### src/rtl/serial_adder_ctrl.sv
// Bit-serial adder: feeds one operand bit pair per cycle, LSB first, through a single
// full-adder cell and assembles a WIDTH-bit sum plus carry-out behind a start/busy/done handshake.
module serial_adder_ctrl #(
  parameter int unsigned WIDTH = 8
) (
  input  logic             clk,
  input  logic             rst,
  input  logic             start,
  input  logic [WIDTH-1:0] a,
  input  logic [WIDTH-1:0] b,
  input  logic             cin,
  output logic             busy,
  output logic             done,
  output logic [WIDTH-1:0] sum,
  output logic             cout
);

  localparam int unsigned CW = $clog2(WIDTH + 1);
  localparam logic [CW-1:0] LastBit = CW'(WIDTH - 1);

  typedef enum logic [1:0] {
    StIdle,
    StRun,
    StDone
  } state_e;

  state_e           state_q;
  logic [WIDTH-1:0] sa_q;
  logic [WIDTH-1:0] sb_q;
  logic [WIDTH-1:0] acc_q;
  logic [WIDTH-1:0] acc_d;
  logic             cf_q;
  logic [CW-1:0]    cnt_q;
  logic             fa_sum;
  logic             fa_carry;

  assign fa_sum   = sa_q[0] ^ sb_q[0] ^ cf_q;
  assign fa_carry = (sa_q[0] & sb_q[0]) | (cf_q & (sa_q[0] ^ sb_q[0]));

  // New sum bit enters at the MSB; written as shift-then-insert so WIDTH=1 stays legal.
  always_comb begin
    acc_d            = acc_q >> 1;
    acc_d[WIDTH-1]   = fa_sum;
  end

  always_ff @(posedge clk) begin
    if (rst) begin
      state_q <= StIdle;
      sa_q    <= '0;
      sb_q    <= '0;
      acc_q   <= '0;
      cf_q    <= 1'b0;
      cnt_q   <= '0;
      sum     <= '0;
      cout    <= 1'b0;
    end else begin
      case (state_q)
        StIdle, StDone: begin
          // Accepting from DONE gives back-to-back operation without an idle gap.
          if (start) begin
            sa_q    <= a;
            sb_q    <= b;
            cf_q    <= cin;
            cnt_q   <= '0;
            acc_q   <= '0;
            state_q <= StRun;
          end else begin
            state_q <= StIdle;
          end
        end
        StRun: begin
          acc_q <= acc_d;
          cf_q  <= fa_carry;
          sa_q  <= sa_q >> 1;
          sb_q  <= sb_q >> 1;
          cnt_q <= cnt_q + CW'(1);
          if (cnt_q == LastBit) begin
            sum     <= acc_d;
            cout    <= fa_carry;
            state_q <= StDone;
          end
        end
        default: state_q <= StIdle;
      endcase
    end
  end

  assign busy = (state_q == StRun);
  assign done = (state_q == StDone);

endmodule
### config.mk
export PLATFORM = sky130hd
export DESIGN_NAME = serial_adder_ctrl
export DESIGN_NICKNAME = d
export VERILOG_FILES = /design/src/rtl/serial_adder_ctrl.sv
export SDC_FILE = /design/constraint.sdc
export NUM_CORES = 1
export LEC_CHECK = 0
export BUFFER_PORTS_ARGS = -buffer_cell sky130_fd_sc_hd__buf_2
export CAP_MARGIN = 20
export CORE_ASPECT_RATIO = 2
export CORE_MARGIN = 3
export CORE_UTILIZATION = 40
export DETAILED_ROUTE_END_ITERATION = 10
export GPL_ROUTABILITY_DRIVEN = 0
export PLACE_DENSITY = 0.61
export RECOVER_POWER = 25
export SYNTH_ARGS = -nofsm -noshare
export SYNTH_HDL_FRONTEND = slang
export SYNTH_SLANG_ARGS = --single-unit
### constraint.sdc
create_clock -name clk -period 1.8 [get_ports clk]
set_input_delay 0.09 -clock clk [delete_from_list [all_inputs] [get_ports clk]]
set_output_delay 0.09 -clock clk [all_outputs]
set_load 0.01 [all_outputs]
==> results of run 1 <==
[final cells by class]
cell class | instances | area share
clock buffers | 5 | 0.0357
clock inverters | 3 | 0.0227
inverters | 1 | 0.00454
multi-input cells | 123 | 0.406
flip-flops and latches | 39 | 0.405
well taps | 51 | 0.0331
repair buffers | 36 | 0.0934
[placed cells by master, fill, tap and decap left out, drive strengths merged]
master	count
ha	1
clkbuf	16
clkinv	3
fa	1
dfxtp	39
mux2i	9
nor3b	1
nor2	3
a22oi	15
bufinv	1
nor3	1
a211oi	1
buf	25
nor2b	2
nand3	26
nand2b	21
mux2	2
nand2	10
a21oi	28
nand3b	1
nand4	1
[synth_stat cells, drive strengths merged]
| library cell | n | share of area |
|---|---|---|
| nor2b | 2 | 0.0075 |
| mux2i | 9 | 0.054 |
| nand3 | 26 | 0.078 |
| clkinv | 1 | 0.0052 |
| buf | 12 | 0.054 |
| a211oi | 1 | 0.0075 |
| nor3b | 1 | 0.0045 |
| nand3b | 1 | 0.0045 |
| a21oi | 28 | 0.084 |
| nand2b | 21 | 0.080 |
| mux2 | 2 | 0.016 |
| fa | 1 | 0.012 |
| nand4 | 1 | 0.0037 |
| ha | 1 | 0.0075 |
| a22oi | 15 | 0.067 |
| clkbuf | 3 | 0.0067 |
| dfxtp | 39 | 0.47 |
| nand2 | 10 | 0.022 |
| nor2 | 3 | 0.016 |
| nor3 | 1 | 0.0030 |
[how the worst max path moves through the flow]
stage | end | slack [ps] | cells past startpoint
final | cnt_q[1] | 420 | 4
after global routing | sum[0] | 240 | 4
after CTS | sum[6] | 420 | 4
after detailed placement | sum[5] | 430 | 4
after global placement | sum[2] | 540 | 4
after floorplan | cout | 600 | 4
[registers in the layout (all words and copies together), names as in the netlist]
register,count
sa_q,8
sb_q,8
sum,8
acc_q,7
cnt_q,4
state_q,2
cf_q,1
cout,1
[layer usage]
layer  part of all wire  up-vias  GRT usage
li1                   -      678          -
met3              0.048        5     0.0492
met2               0.55       31      0.274
met4              0.018        0     0.0606
met1               0.39      641      0.145
met5                  0        -          0
[power groups by stage]
stage / clock network, mW / logic (mW) / registers, mW
floorplan: 0 / 0.146 / 0.930
global placement: 0 / 0.178 / 0.932
detailed placement: 0 / 0.184 / 0.935
CTS: 0.744 / 0.185 / 0.915
global route: 0.774 / 0.207 / 0.919
finish: 0.718 / 0.182 / 0.915
[critical path: cells and delay by family (launching register included)]
family                 cells  cell delay [ps]
AO/OA/AOI/OAI              1              180
buffers and inverters      1              440
AND/OR/NAND/NOR            2              290
flip-flops                 1              390
[logic make-up (layout without fill, tap and decap cells)]
group	after synthesis	count (layout)	synth area share
AO/OA/AOI/OAI	44	44	0.159
multiplexers	11	11	0.0696
buffers and inverters	16	45	0.0658
flip-flops	39	39	0.467
adder cells (fa/ha/maj)	2	2	0.0194
AND/OR/NAND/NOR	66	66	0.220
==> impl_metrics.json, run 1 <==
{
  "rrSetupSlack_ps": 420,
  "combPwrFrac": 0.100,
  "numPlacedInstances": 250,
  "design_power_total_mw": 1.82,
  "dieWidth_um": 51.7,
  "vias": 1355,
  "drc": 0,
  "wirelength_um": 3360,
  "timing.final.ws_setup_ps": 425,
  "status": "complete, no violations",
  "fill_cells": 419,
  "dp_hpwl_um": 2370,
  "numCtsBuffers": 5,
  "skew_ps": 3.97,
  "cts-root-buf": "clkbuf_8",
  "path_clk_slew_ps": 80,
  "required_ps": 2020,
  "antenna_cells": 0,
  "final_nets": 228,
  "reg2reg_depth": 4,
  "cts_resized": 0,
  "power_leakage_nw": 0.703,
  "htreeDepth": 2,
  "p_seq_frac": 0.504,
  "postCtsSetupBuffers": 0,
  "crit_type": "flop to flop",
  "antenna_found_initial": 0,
  "worstReg2RegStart": "state_q[0]",
  "design_area_um2": 1930,
  "wl_per_cell_um": 13.0,
  "power_density_nw_per_um2": 942,
  "crit_start": "state_q[0]",
  "drt_iter0_markers": 27,
  "hold_class": "input port to flop",
  "maxSlewHeadroom": 0.640,
  "preCtsSetupSlack_ps": 435,
  "critPathMaxStageDelay_ps": 440,
  "grt_pass1_wl_um": 5780,
  "die_area_um2": 5040,
  "hold_ws_ps": 39.0,
  "layout.area.seq_um2": 781,
  "fmax_ghz": 0.727,
  "cts_tree": "yes",
  "worst_pin_slew_ps": 540,
  "yosysSeqAreaShare": 0.467,
  "clk_latency_ps": 290,
  "drive_gt1_frac": 0.188,
  "vias_per_cell": 5.25,
  "synth_area_um2": 1670,
  "synth_seq_cells": 39,
  "finalHoldViolations": 0,
  "die_y_um": 97.5,
  "grt_setup_unrepaired": "no",
  "grt_max_degree": 29,
  "dr.pass1.iters": 4,
  "setup_viol": 0,
  "drtAntennaViolNets": 0,
  "synth_warnings": 0,
  "crit_fanout": 26,
  "synth_nets": 200,
  "ctsHoldBuffers": 0,
  "synthDistinctLibCells": 26,
  "internal_power_mw": 1.38,
  "initial_utilization": 0.426,
  "syn_to_final_growth_pct": 15.3,
  "switchingPower_mw": 0.436,
  "worstReg2RegEnd": "cnt_q[1]",
  "swShare": 0.240,
  "report.final.slew_viol_count": 0,
  "final_util": 0.491,
  "cts_num_sinks": 39,
  "multiInputGateArea_um2": 782,
  "hold_depth": 3,
  "placed_area_um2": 1830,
  "grt_overflow": 0,
  "tns_ps": 0,
  "start_kind": "flop",
  "max_cap_violations": 0,
  "cp_cell_sequence": "nand2b_1 -> clkbuf_2 -> nand3_1 -> a21oi_1",
  "vdd_ir_drop_max_mv": 0.701,
  "synth_cells": 178,
  "slowest_stage": "clkbuf_2",
  "io_pins": 31,
  "clockBufferDepth": 2,
  "numPortBuffers": 30,
  "hold_start": "b[7]",
  "finalCritPeriodShare": 0.764,
  "clkPwrFrac": 0.396,
  "core_area_um2": 3920,
  "holdPathEnd": "sb_q[7]",
  "num_rows": 32,
  "syn_avg_cell_area_um2": 9.40,
  "period_needed_ps": 1380,
  "grt_pass1_vias": 1349,
  "endpoint_kind": "flop",
  "cp.arrival_ps": 1590,
  "track_usage": 0.150,
  "instances_no_fill": 258
}
(Power assumes the default switching activity.)
==> run 2, diff against run 1 <==
--- a/config.mk
+++ b/config.mk
@@ -5,6 +5,7 @@
 export SDC_FILE = /design/constraint.sdc
 export NUM_CORES = 1
 export LEC_CHECK = 0
+export ABC_AREA = 1
 export BUFFER_PORTS_ARGS = -buffer_cell sky130_fd_sc_hd__buf_2
 export CAP_MARGIN = 20
 export CORE_ASPECT_RATIO = 2
@@ -12,7 +13,7 @@
 export CORE_UTILIZATION = 40
 export DETAILED_ROUTE_END_ITERATION = 10
 export GPL_ROUTABILITY_DRIVEN = 0
-export PLACE_DENSITY = 0.61
+export PLACE_DENSITY = 0.6
 export RECOVER_POWER = 25
 export SYNTH_ARGS = -nofsm -noshare
 export SYNTH_HDL_FRONTEND = slang
==> constraint.sdc (replaced) <==
create_clock -name clk -period 1.44 [get_ports clk]
set_input_delay 0.072 -clock clk [delete_from_list [all_inputs] [get_ports clk]]
set_output_delay 0.072 -clock clk [all_outputs]
set_load 0.01 [all_outputs]
==> run 2 against run 1 <==
Largest cell class unchanged; synthesized cell count rose by 36%; critical endpoint is now busy; critical path type is now flop to output port; sequential cell count unchanged; largest power group unchanged; critical path depth stayed put.
==> impl_metrics.json, run 2 <==
{
  "status": "complete, no violations",
  "grt_overflow": 0,
  "ys.flop_type": "dfxtp_1",
  "initial_utilization": 0.416,
  "wl_per_cell_um": 12.4,
  "hold_class": "input port to flop",
  "die_area_um2": 5410,
  "multiInputGateArea_um2": 823,
  "drt_iter0_markers": 44,
  "timing.final.ws_setup_ps": 80.1,
  "fill_cells": 505,
  "grt_setup_unrepaired": "no",
  "slowest_stage": "dfxtp_2",
  "synth_top_area_frac": 0.432,
  "finalHoldViolations": 0,
  "start_kind": "flop",
  "vias": 1658,
  "maxSlewHeadroom": 0.631,
  "drive_gt1_frac": 0.170,
  "finalCritPeriodShare": 0.944,
  "preCtsSetupSlack_ps": 170,
  "synth_edf_count": 0,
  "clk_latency_ps": 290,
  "synth_top_family_by_area": "simple AND/OR/NAND/NOR gates",
  "grt_max_degree": 30,
  "power_leakage_nw": 0.893,
  "tns_ps": 0,
  "cp_cell_sequence": "inv_4 -> nor2_4 -> buf_4 -> buf_2",
  "core_area_um2": 4340,
  "grt_pass1_wl_um": 6940,
  "path_clk_slew_ps": 80,
  "antenna_found_initial": 0,
  "report.final.slew_viol_count": 0,
  "async_reset_ff_frac": 0,
  "worst_pin_slew_ps": 553,
  "numPortBuffers": 30,
  "antenna_cells": 0,
  "die_y_um": 101,
  "yosysSeqAreaShare": 0.432,
  "clockBufferDepth": 2,
  "dp_hpwl_um": 2780,
  "setup_viol": 0,
  "yosys.area_share.simple": 0.350,
  "power_density_nw_per_um2": 1090,
  "final_util": 0.473,
  "reg_top3": "sa_q (8), sb_q (8), sum (8)",
  "track_usage": 0.169,
  "synth_nets": 264,
  "wirelength_um": 4050,
  "synthDistinctLibCells": 20,
  "cts-root-buf": "clkbuf_8",
  "num_rows": 34,
  "critPathMaxStageDelay_ps": 410,
  "cts_tree": "yes",
  "layout_commonest_cell": "nand3_1",
  "synth_compound_gate_area_share": 0.0831,
  "yosys.area.top_type": "dfxtp_1",
  "vias_per_cell": 5.10,
  "dieWidth_um": 53.5,
  "crit_type": "flop to output port",
  "ys_top_cells_by_area": "dfxtp_1, nand3_1, nand2_1",
  "htreeDepth": 2,
  "drtAntennaViolNets": 0,
  "layout.area.seq_um2": 782,
  "vdd_ir_drop_max_mv": 0.569,
  "fmax_ghz": 0.735,
  "required_ps": 1370,
  "cp.arrival_ps": 1290,
  "grt_pass1_vias": 1549,
  "final_nets": 292,
  "synth_cells": 242,
  "skew_ps": 4.93,
  "synth_mux_area_frac": 0,
  "syn_to_final_growth_pct": 13.6,
  "period_needed_ps": 1360,
  "io_pins": 31,
  "syn_avg_cell_area_um2": 7.47,
  "endpoint_kind": "output port",
  "synth_area_um2": 1810,
  "yosysMostFrequentCell": "nand3_1",
  "synth_fa_ha_area_frac": 0.0180,
  "max_cap_violations": 0,
  "cts_num_sinks": 39,
  "synth_top_cells_by_count": "nand3_1, nand2_1, dfxtp_1, a21oi_1, inv_1",
  "synth_warnings": 0,
  "dr.pass1.iters": 4,
  "crit_fanout": 17,
  "drc": 0,
  "synth_seq_cells": 39,
  "mostFrequentLayoutCells": "nand3_1, nand2_1, dfxtp_1, a21oi_1, buf_2",
  "synth_xor_area_frac": 0,
  "numCtsBuffers": 5
}
==> run 2: worst paths after layout <==
| check | slack, ps | cells past startpoint | start | endpoint |
|---|---|---|---|---|
| hold reg to reg | 470 | 2 | sum[3] | sum[3] |
| setup reg to reg | 180 | 6 | cnt_q[0] | sum[5] |
| setup / recovery | 80 | 4 | state_q[0] | busy |
| hold / removal | 30 | 3 | b[7] | sb_q[7] |
==> run 2: repair_timing <==
action / in CTS / in global routing
hold buffers: 0 / 0
gates resized for setup: 0 / 3
setup endpoints to repair: 0 / 4
hold endpoints to repair: 0 / 0
buffers inserted: 0 / 0
==> run 2: through the flow <==
stage / hold slack (ps) / power (mW) / instance area [µm²] / std cells
global route: 35.8 / 2.35 / 2050 / 325
global placement: 331 / 1.43 / 1950 / 316
detailed placement: 338 / 1.43 / 1950 / 316
CTS: 28.1 / 2.26 / 2050 / 324
finish: 28.7 / 2.24 / 2050 / 325
floorplan: 219 / 1.38 / 1810 / 242
==> run 2: final cells by class <==
| cell class | count | area share |
|---|---|---|
| Multi-Input combinational cell | 165 | 0.401 |
| Sequential cell | 39 | 0.381 |
| Timing Repair Buffer | 37 | 0.0932 |
| Clock buffer | 7 | 0.0469 |
| Inverter | 22 | 0.0414 |
| Tap cell | 54 | 0.0329 |
| Clock inverter | 1 | 0.00366 |
==> run 2: cells by family (layout without fill, tap and decap cells) <==
family | count (synthesis) | after routing
AOI/OAI and AO/OA | 30 | 30
adders and majority gates | 2 | 2
buffers and inverters | 39 | 67
DFF | 39 | 39
and+or+nand+nor | 132 | 133
==> run 2: report_power, final <==
group	total, mW	switching, mW	internal [mW]
Clock	0.837	0.401	0.436
Combinational	0.257	0.162	0.0948
Sequential	1.15	0.0302	1.12
==> run 2: metal layers <==
metal | track usage | up-vias | wire, µm
li1 | - | 851 | -
met1 | 0.180 | 753 | 1510
met2 | 0.304 | 44 | 2260
met3 | 0.0370 | 10 | 182
met4 | 0.0728 | 0 | 99
met5 | 0 | - | 0
==> run 2: critical path, delay by kind of cell (launching register included) <==
kind,cells,cell delay (ps)
flops,1,410
simple gates,1,160
buf+inv,3,420
==> run 3, diff against run 2 <==
--- a/config.mk
+++ b/config.mk
@@ -5,7 +5,6 @@
 export SDC_FILE = /design/constraint.sdc
 export NUM_CORES = 1
 export LEC_CHECK = 0
-export ABC_AREA = 1
 export BUFFER_PORTS_ARGS = -buffer_cell sky130_fd_sc_hd__buf_2
 export CAP_MARGIN = 20
 export CORE_ASPECT_RATIO = 2
@@ -13,7 +12,7 @@
 export CORE_UTILIZATION = 40
 export DETAILED_ROUTE_END_ITERATION = 10
 export GPL_ROUTABILITY_DRIVEN = 0
-export PLACE_DENSITY = 0.6
+export PLACE_DENSITY = 0.61
 export RECOVER_POWER = 25
 export SYNTH_ARGS = -nofsm -noshare
 export SYNTH_HDL_FRONTEND = slang
==> run 3 against run 2 <==
Cell area is 3.1% lower; via count is 17% lower; sequential share of layout area is 1.2 points higher; final cell count is 20% lower.
==> impl_metrics.json, run 3 (synthesis results as in run 1) <==
{
  "numPortBuffers": 30,
  "wl_per_cell_um": 13.7,
  "wirelength_um": 3570,
  "finalCritPeriodShare": 0.918,
  "required_ps": 1660,
  "dieWidth_um": 51.7,
  "path_buf_inv": 1,
  "die_y_um": 97.5,
  "start_kind": "flop",
  "num_rows": 32,
  "cp_top_family": "flip-flops",
  "grt_overflow": 0,
  "core_area_um2": 3920,
  "track_usage": 0.155,
  "clk_latency_ps": 290,
  "critPathMaxStageDelay_ps": 370,
  "drt_iter0_markers": 29,
  "worstReg2RegStart": "cnt_q[0]",
  "setup_viol": 0,
  "drc": 0,
  "crit_fanout": 5,
  "vdd_ir_drop_max_mv": 1.12,
  "antenna_cells": 0,
  "final_util": 0.507,
  "drive_gt1_frac": 0.195,
  "period_needed_ps": 1320,
  "postCtsSetupBuffers": 0,
  "initial_utilization": 0.426,
  "skew_ps": 5.25,
  "hold_start": "a[7]",
  "syn_to_final_growth_pct": 18.9,
  "clockBufferDepth": 2,
  "drtAntennaViolNets": 0,
  "ctsHoldBuffers": 0,
  "design_area_um2": 1990,
  "maxSlewHeadroom": 0.796,
  "cts_tree": "yes",
  "cts_num_sinks": 39,
  "power_density_nw_per_um2": 1230,
  "fill_cells": 420,
  "cts_resized": 0,
  "final_nets": 231,
  "cp.arrival_ps": 1540,
  "worst_pin_slew_ps": 305,
  "design_power_total_mw": 2.45,
  "grt_pass1_vias": 1351,
  "placed_area_um2": 1840,
  "status": "complete, no violations",
  "antenna_found_initial": 0,
  "cp_cell_sequence": "ha_1 -> nand3b_1 -> buf_4 -> nor2_8 -> mux2i_1",
  "mostFrequentLayoutCells": "dfxtp_1, a21oi_1, nand3_1, nand2b_1, buf_2",
  "numCtsBuffers": 5,
  "endpoint_kind": "flop",
  "reg_top3": "sa_q (8), sb_q (8), sum (8)",
  "vias": 1376,
  "die_area_um2": 5040,
  "dp_hpwl_um": 2410,
  "vias_per_cell": 5.27,
  "path_clk_slew_ps": 70,
  "cts-root-buf": "clkbuf_8",
  "power_leakage_nw": 0.725,
  "htreeDepth": 2,
  "finalHoldViolations": 0,
  "crit_start": "cnt_q[0]",
  "crit_type": "flop to flop",
  "slowest_stage": "dfxtp_1",
  "report.final.slew_viol_count": 0,
  "layout_commonest_cell": "dfxtp_1",
  "hold_class": "input port to flop",
  "fmax_ghz": 0.756,
  "hold_ws_ps": 12.4,
  "grt_pass1_wl_um": 5930,
  "max_cap_violations": 0,
  "grt_max_degree": 38,
  "io_pins": 31,
  "dr.pass1.iters": 4
}
run 3: cell count changes in the layout (fill, tap and decap cells not counted), sizes merged, moves of 9 or more:
cell    before  now
nand2b       0   21
mux2i        0    9
nand2       44   10
nor2        13    4
inv         22    0
a22oi        0   15
nand3       76   26
run 3: layer usage:
layer,wire (µm),global-route usage
met2,1910,0.267
met4,93,0.0909
met3,152,0.0384
met5,0,0
met1,1420,0.160
run 3: tightest hold or removal path: stages:
cell and delay (ps):
buf_2 90, nand2_1 40, a21oi_1 50
run 3: final cells by class:
| type | instances | area [µm²] | area share |
|---|---|---|---|
| multi-input combinational | 124 | 793 | 0.399 |
| sequential | 39 | 781 | 0.392 |
| timing repair buffer | 38 | 210 | 0.106 |
| clock buffer | 6 | 72.6 | 0.0365 |
| tap | 51 | 63.8 | 0.0321 |
| clock inverter | 2 | 60.1 | 0.0302 |
| inverter | 1 | 8.76 | 0.00440 |
run 3: path summary, 6_finish.rpt:
check             to  slack, ps  cells after the start
max           sum[7]        120                      5
min          sa_q[7]         10                      3
max reg2reg   sum[7]        120                      5
min reg2reg  sb_q[2]        470                      2
run 3: stage by stage:
step / std cells / setup TNS [ps] / setup slack (ps)
floorplan: 178 / 0 / 239
global placement: 250 / 0 / 176
detailed placement: 250 / 0 / 34.1
CTS: 258 / 0 / 22.8
global route: 261 / -39.0 / -18.4
finish: 261 / 0 / 118
run 3: report_power, final:
group | switching (mW) | internal, mW
combinational | 0.142 | 0.0967
sequential | 0.0244 | 1.12
clock | 0.372 | 0.692
total | 0.538 | 1.91
